File: src/rtl/alu_pkg.sv
// Shared ALU definitions: default datapath width and the carry-resolve FSM states.
// Imported by both the upstream sum/carry stage and the iterative carry resolver.
package alu_pkg;

   localparam int ALU_WIDTH = 32;

   typedef enum logic [1:0] {
      IDLE    = 2'd0,
      RESOLVE = 2'd1,
      DONE    = 2'd2
   } state_t;

endpackage

File: src/rtl/carry_step.sv
// One carry-propagation step: (s, c) -> (s ^ c<<1, s & c<<1) plus the bit shifted out of the top.
// Purely combinational, zero latency, no handshake.
module carry_step
   import alu_pkg::*;
#(
   parameter int WIDTH = ALU_WIDTH
) (
   input  logic [WIDTH-1:0] s,
   input  logic [WIDTH-1:0] c,
   output logic [WIDTH-1:0] s_nxt,
   output logic [WIDTH-1:0] c_nxt,
   output logic             dropped
);

   logic [WIDTH-1:0] sh;

   assign sh      = {c[WIDTH-2:0], 1'b0};
   assign s_nxt   = s ^ sh;
   assign c_nxt   = s & sh;
   // The top carry bit falls off the shift; it is the adder's carry-out.
   assign dropped = c[WIDTH-1];

endmodule

File: src/rtl/carry_resolve_seq.sv
// Iterative carry resolver: turns a (sum, carry) pair into a+b, carry-out and step count.
// Latency 1+N cycles (N = carry chain length); accepts only in IDLE, holds result in DONE until out_ready.
module carry_resolve_seq
   import alu_pkg::*;
#(
   parameter int WIDTH = ALU_WIDTH,
   parameter int CNT_W = $clog2(WIDTH + 1)
) (
   input  logic             clk,
   input  logic             reset,
   input  logic             in_valid,
   output logic             in_ready,
   input  logic [WIDTH-1:0] sum_in,
   input  logic [WIDTH-1:0] carry_in,
   output logic             out_valid,
   input  logic             out_ready,
   output logic [WIDTH-1:0] result,
   output logic             carry_out,
   output logic [CNT_W-1:0] iters
);

   state_t           state;
   state_t           state_nxt;
   logic [WIDTH-1:0] s;
   logic [WIDTH-1:0] c;
   logic [WIDTH-1:0] s_step;
   logic [WIDTH-1:0] c_step;
   logic             dropped;
   logic             cout;
   logic [CNT_W-1:0] cnt;

   carry_step #(.WIDTH(WIDTH)) u_step (
      .s       (s),
      .c       (c),
      .s_nxt   (s_step),
      .c_nxt   (c_step),
      .dropped (dropped)
   );

   always_ff @(posedge clk or posedge reset) begin
      if (reset) begin
         state <= IDLE;
      end else begin
         state <= state_nxt;
      end
   end

   always_comb begin
      state_nxt = state;
      in_ready  = 1'b0;
      out_valid = 1'b0;
      case (state)
         IDLE: begin
            in_ready = 1'b1;
            if (in_valid) begin
               state_nxt = (carry_in == '0) ? DONE : RESOLVE;
            end
         end
         RESOLVE: begin
            if (c_step == '0) begin
               state_nxt = DONE;
            end
         end
         DONE: begin
            out_valid = 1'b1;
            if (out_ready) begin
               state_nxt = IDLE;
            end
         end
         default: begin
            state_nxt = IDLE;
         end
      endcase
   end

   always_ff @(posedge clk or posedge reset) begin
      if (reset) begin
         s    <= '0;
         c    <= '0;
         cout <= 1'b0;
         cnt  <= '0;
      end else begin
         case (state)
            IDLE: begin
               if (in_valid) begin
                  s    <= sum_in;
                  c    <= carry_in;
                  cout <= 1'b0;
                  cnt  <= '0;
               end
            end
            RESOLVE: begin
               s    <= s_step;
               c    <= c_step;
               cout <= cout | dropped;
               cnt  <= cnt + CNT_W'(1);
            end
            default: begin
            end
         endcase
      end
   end

   // Registers stay frozen outside RESOLVE, so DONE outputs are stable under backpressure.
   assign result    = s;
   assign carry_out = cout;
   assign iters     = cnt;

   // A carry can travel at most WIDTH positions before leaving the word.
   a_cnt_bound : assert property (@(posedge clk) disable iff (reset) cnt <= CNT_W'(WIDTH));

endmodule

File: config.mk
export PLATFORM = sky130hd
export DESIGN_NAME = carry_resolve_seq
export DESIGN_NICKNAME = d
export VERILOG_FILES = /design/src/rtl/alu_pkg.sv /design/src/rtl/carry_step.sv /design/src/rtl/carry_resolve_seq.sv
export SDC_FILE = /design/constraint.sdc
export NUM_CORES = 1
export LEC_CHECK = 0
export ABC_AREA = 1
export CAP_MARGIN = 10
export CORE_ASPECT_RATIO = 1.25
export CORE_MARGIN = 8
export CORE_UTILIZATION = 40
export DETAILED_ROUTE_END_ITERATION = 12
export PLACE_DENSITY = 0.7
export SLEW_MARGIN = 20
export SYNTH_ARGS = -nofsm -noshare
export SYNTH_HDL_FRONTEND = slang
export SYNTH_HIERARCHICAL = 1
export SYNTH_SLANG_ARGS = --single-unit
File: constraint.sdc
create_clock -name clk -period 2.7 [get_ports clk]
set_input_delay 0.405 -clock clk [delete_from_list [all_inputs] [get_ports clk]]
set_output_delay 0.405 -clock clk [all_outputs]
set_load 0.02 [all_outputs]
==> results by group <==
Clock network
  – TritonCTS Buffers: 9
  – Clk_lat worst skew: 0.33 ns
  – Post-CTS Setup Inserts: 0
  – Clock buffer depth: 2
  – Resized Gates After CTS: 0
  – TritonCTS clock tree: yes
  – Worst-path clk slew: 0.06 ns
  – Clock sinks: 73
  – CTS root buffer: clkbuf_16
  – Cts hold-fix bufs: 0
  – H-tree depth: 3

GRT
  – Met3 Track Usage GR: 3.28%
  – First-pass GRT wire length: 17200 um
  – Met2 Use GR: 27.0%
  – Vias in the first global route: 3719
  – Most Used Layer, Global Route: met2
  – Total gr overflow: 0
  – Routing usage on met1: 17.5%
  – Global-route usage over all layers: 15.4%
  – Largest net degree at the start of global routing: 84
  – Initial antenna violation count: 0

STA
  – Period minus WS final: 1.99 ns
  – Total negative slack: 0 ns
  – Max frequency: 503 MHz
  – RSZ-0062 raised after global routing: false
  – Fin crit share: 73.7%
  – Slack of the critical path: 0.711 ns
  – Final setup fails: 0
  – Max_slew headroom: 47.7%
  – Final slew viol count: 0
  – Final Hold Viols: 0
  – Worst slew pin tran: 0.784 ns
  – Clock skew: 0.00762 ns

Setup path
  – CP cell instances: inv_2 > nor2_1 > clkdlybuf4s50_1
  – CP max stage delay: 0.65 ns
  – Slowest CP cell: clkdlybuf4s50_1
  – Crit path max-delay family: buffers and inverters
  – Worst Path Required: 2.30 ns
  – Buf+Inv Stages, Crit Path: 2
  – Crit start category: flip-flop
  – Crit-path max FO: 3
  – Register-to-Register Path Depth: 5
  – Levels on crit path: 3
  – WS Path Type: reg -> out
  – WP data arrival: 1.58 ns
  – Crit. End Element: output pin

Logic synthesis
  – Post-synthesis register bit count: 73
  – Top-count cell post-synth: nor2_1
  – Sequential area share after synthesis: 44.4%
  – Post-synthesis cell type count: 24
  – Yosys top cell by area: dfrtp_1
  – Synth top area share: 44.4%
  – Yosys warns: 6
  – Synth top area cells: dfrtp_1 (44%), nor2_1 (13%), nand2_1 (9.8%)
  – Synth Net Count: 610
  – Async SR Flop Fraction: 100%
  – Cells after synthesis: 510
  – Top FF cell, synth: dfrtp_1
  – EDFF count, synth: 0
  – Synth top cells by count: nor2_1 (141), nand2_1 (108), dfrtp_1 (73)
  – Cell Area, Synth: 0.00412 sq mm
  – Avg Inst Size Synth: 8.07 sq um

Place
  – Placed cells: 721
  – Port buffer count: 108
  – Detail Placement HPWL: 7450 um
  – Post-Place Worst Slack: 0.634 ns
  – Cell Area, Placed: 0.00522 sq mm
  – Final GP Congestion: 0.828

Floorplanning
  – Row count: 41
  – IO Count: 109
  – Die Y-Extent: 129 um
  – Die footprint: 0.0138 sq mm
  – Starting Density: 40.9%
  – Die width: 107 um
  – Placeable Area: 0.0101 sq mm

Route
  – Drt wl/cell: 14.1 um
  – Iter 0 DRT Violations: 155
  – Total Wirelength: 10400 um
  – Antenna Nets Post-Route: 0
  – DRC: 0
  – Vias/cell: 4.94
  – TritonRoute pass-1 iters: 4
  – Routed vias: 3638

Cells and area
  – Fin nets: 703
  – Share of layout cells above drive strength 1: 4.28%
  – Layout Cells excl Fill: 737
  – Area growth from synthesis to layout: 34.5%
  – Layout filler cell count: 965
  – Final Cell Area: 0.00554 sq mm
  – Diodes inserted: 0

Power
  – Max VDD drop: 0.682 mV
  – Static leakage: 2.51 nW
  – Comb pwr share: 52.4%
  – Part of the power in the clock network: 18.1%
  – Flop pwr share: 29.5%
  – NetSw: 3.01 mW
  – Switch share: 42.4%
  – Internal power: 4.08 mW
  – PwrDens: 1280 mW/mm^2
  – Overall Power: 7.09 mW

Flow run
  – Max cap viols: 0

Min path
  – Worst Hold Class: in -> async

Status
  – Status: finished, final reports clean
==> layer usage <==
| metal | vias to the layer above | part of all wire (%) |
|---|---|---|
| li1 | 1860 | - |
| met1 | 1678 | 43 |
| met2 | 85 | 50 |
| met3 | 15 | 4.9 |
| met4 | 0 | 1.9 |
| met5 | - | 0 |
==> through the flow <==
step	util (%)	hold WS [ns]
floorplan	-	0.453
global placement	51.9	0.471
detailed placement	51.9	0.480
CTS	55.1	0.484
global route	55.1	0.514
finish	55.1	0.463
==> path summary, 6_finish.rpt <==
path	startpoint	endpoint	slack [ns]
setup / recovery	state[1]$_DFFE_PP0P_	out_valid	0.71
hold / removal	reset	result[29]$_DFFE_PP0P_	0.46
setup reg to reg	state[1]$_DFFE_PP0P_	c[26]$_DFFE_PP0P_	0.96
hold reg to reg	c[28]$_DFFE_PP0P_	c[28]$_DFFE_PP0P_	0.49
max in group asynchronous	reset	c[10]$_DFFE_PP0P_	1.63
min in group clk	c[28]$_DFFE_PP0P_	c[28]$_DFFE_PP0P_	0.49
==> power by group through the flow <==
stage               Clock (mW)  Sequential (mW)  Combinational [mW]
floorplan                    0             2.35                2.38
global placement             0             2.09                3.67
detailed placement           0             2.11                3.77
CTS                       1.30             2.10                3.78
global route              1.35             2.17                4.24
finish                    1.28             2.09                3.72
==> cell families after synthesis <==
| kind of cell | Yosys count | share of synthesized area, % |
|---|---|---|
| and+or+nand+nor | 261 | 24.3 |
| buffers and inverters | 54 | 7.33 |
| other | 1 | 0.0911 |
| AOI/OAI and AO/OA | 88 | 14.0 |
| adders and majority gates | 32 | 9.73 |
| xor gates and xnor gates | 1 | 0.213 |
| DFF | 73 | 44.4 |
==> cell type report <==
class	instances	area, sq um	area share [%]
Clock buffer	11	243	4.38
Inverter	23	90.1	1.63
Tap cell	129	161	2.92
Timing Repair Buffer	113	1140	20.7
Sequential cell	73	1830	33.0
Multi-Input combinational cell	383	1990	36.0
Clock inverter	5	78.8	1.42
==> sequential cells by signal, indices dropped and copies added, names as in the netlist <==
signal,count
c,32
result,32
iters,6
state,2
carry_out,1
==> placed cells by master (no fill, tap or decap), drive strengths merged, types with 2 or more instances in the layout <==
| cell | n |
|---|---|
| nand2 | 110 |
| ha | 32 |
| buf | 5 |
| bufinv | 2 |
| clkdlybuf4s50 | 108 |
| inv | 22 |
| o22ai | 2 |
| o21ai | 32 |
| clkbuf | 11 |
| nor2 | 142 |
| o31ai | 51 |
| clkinv | 4 |
| dfrtp | 73 |
| nand3 | 9 |
Note: power is estimated with default switching activity, not from simulation.
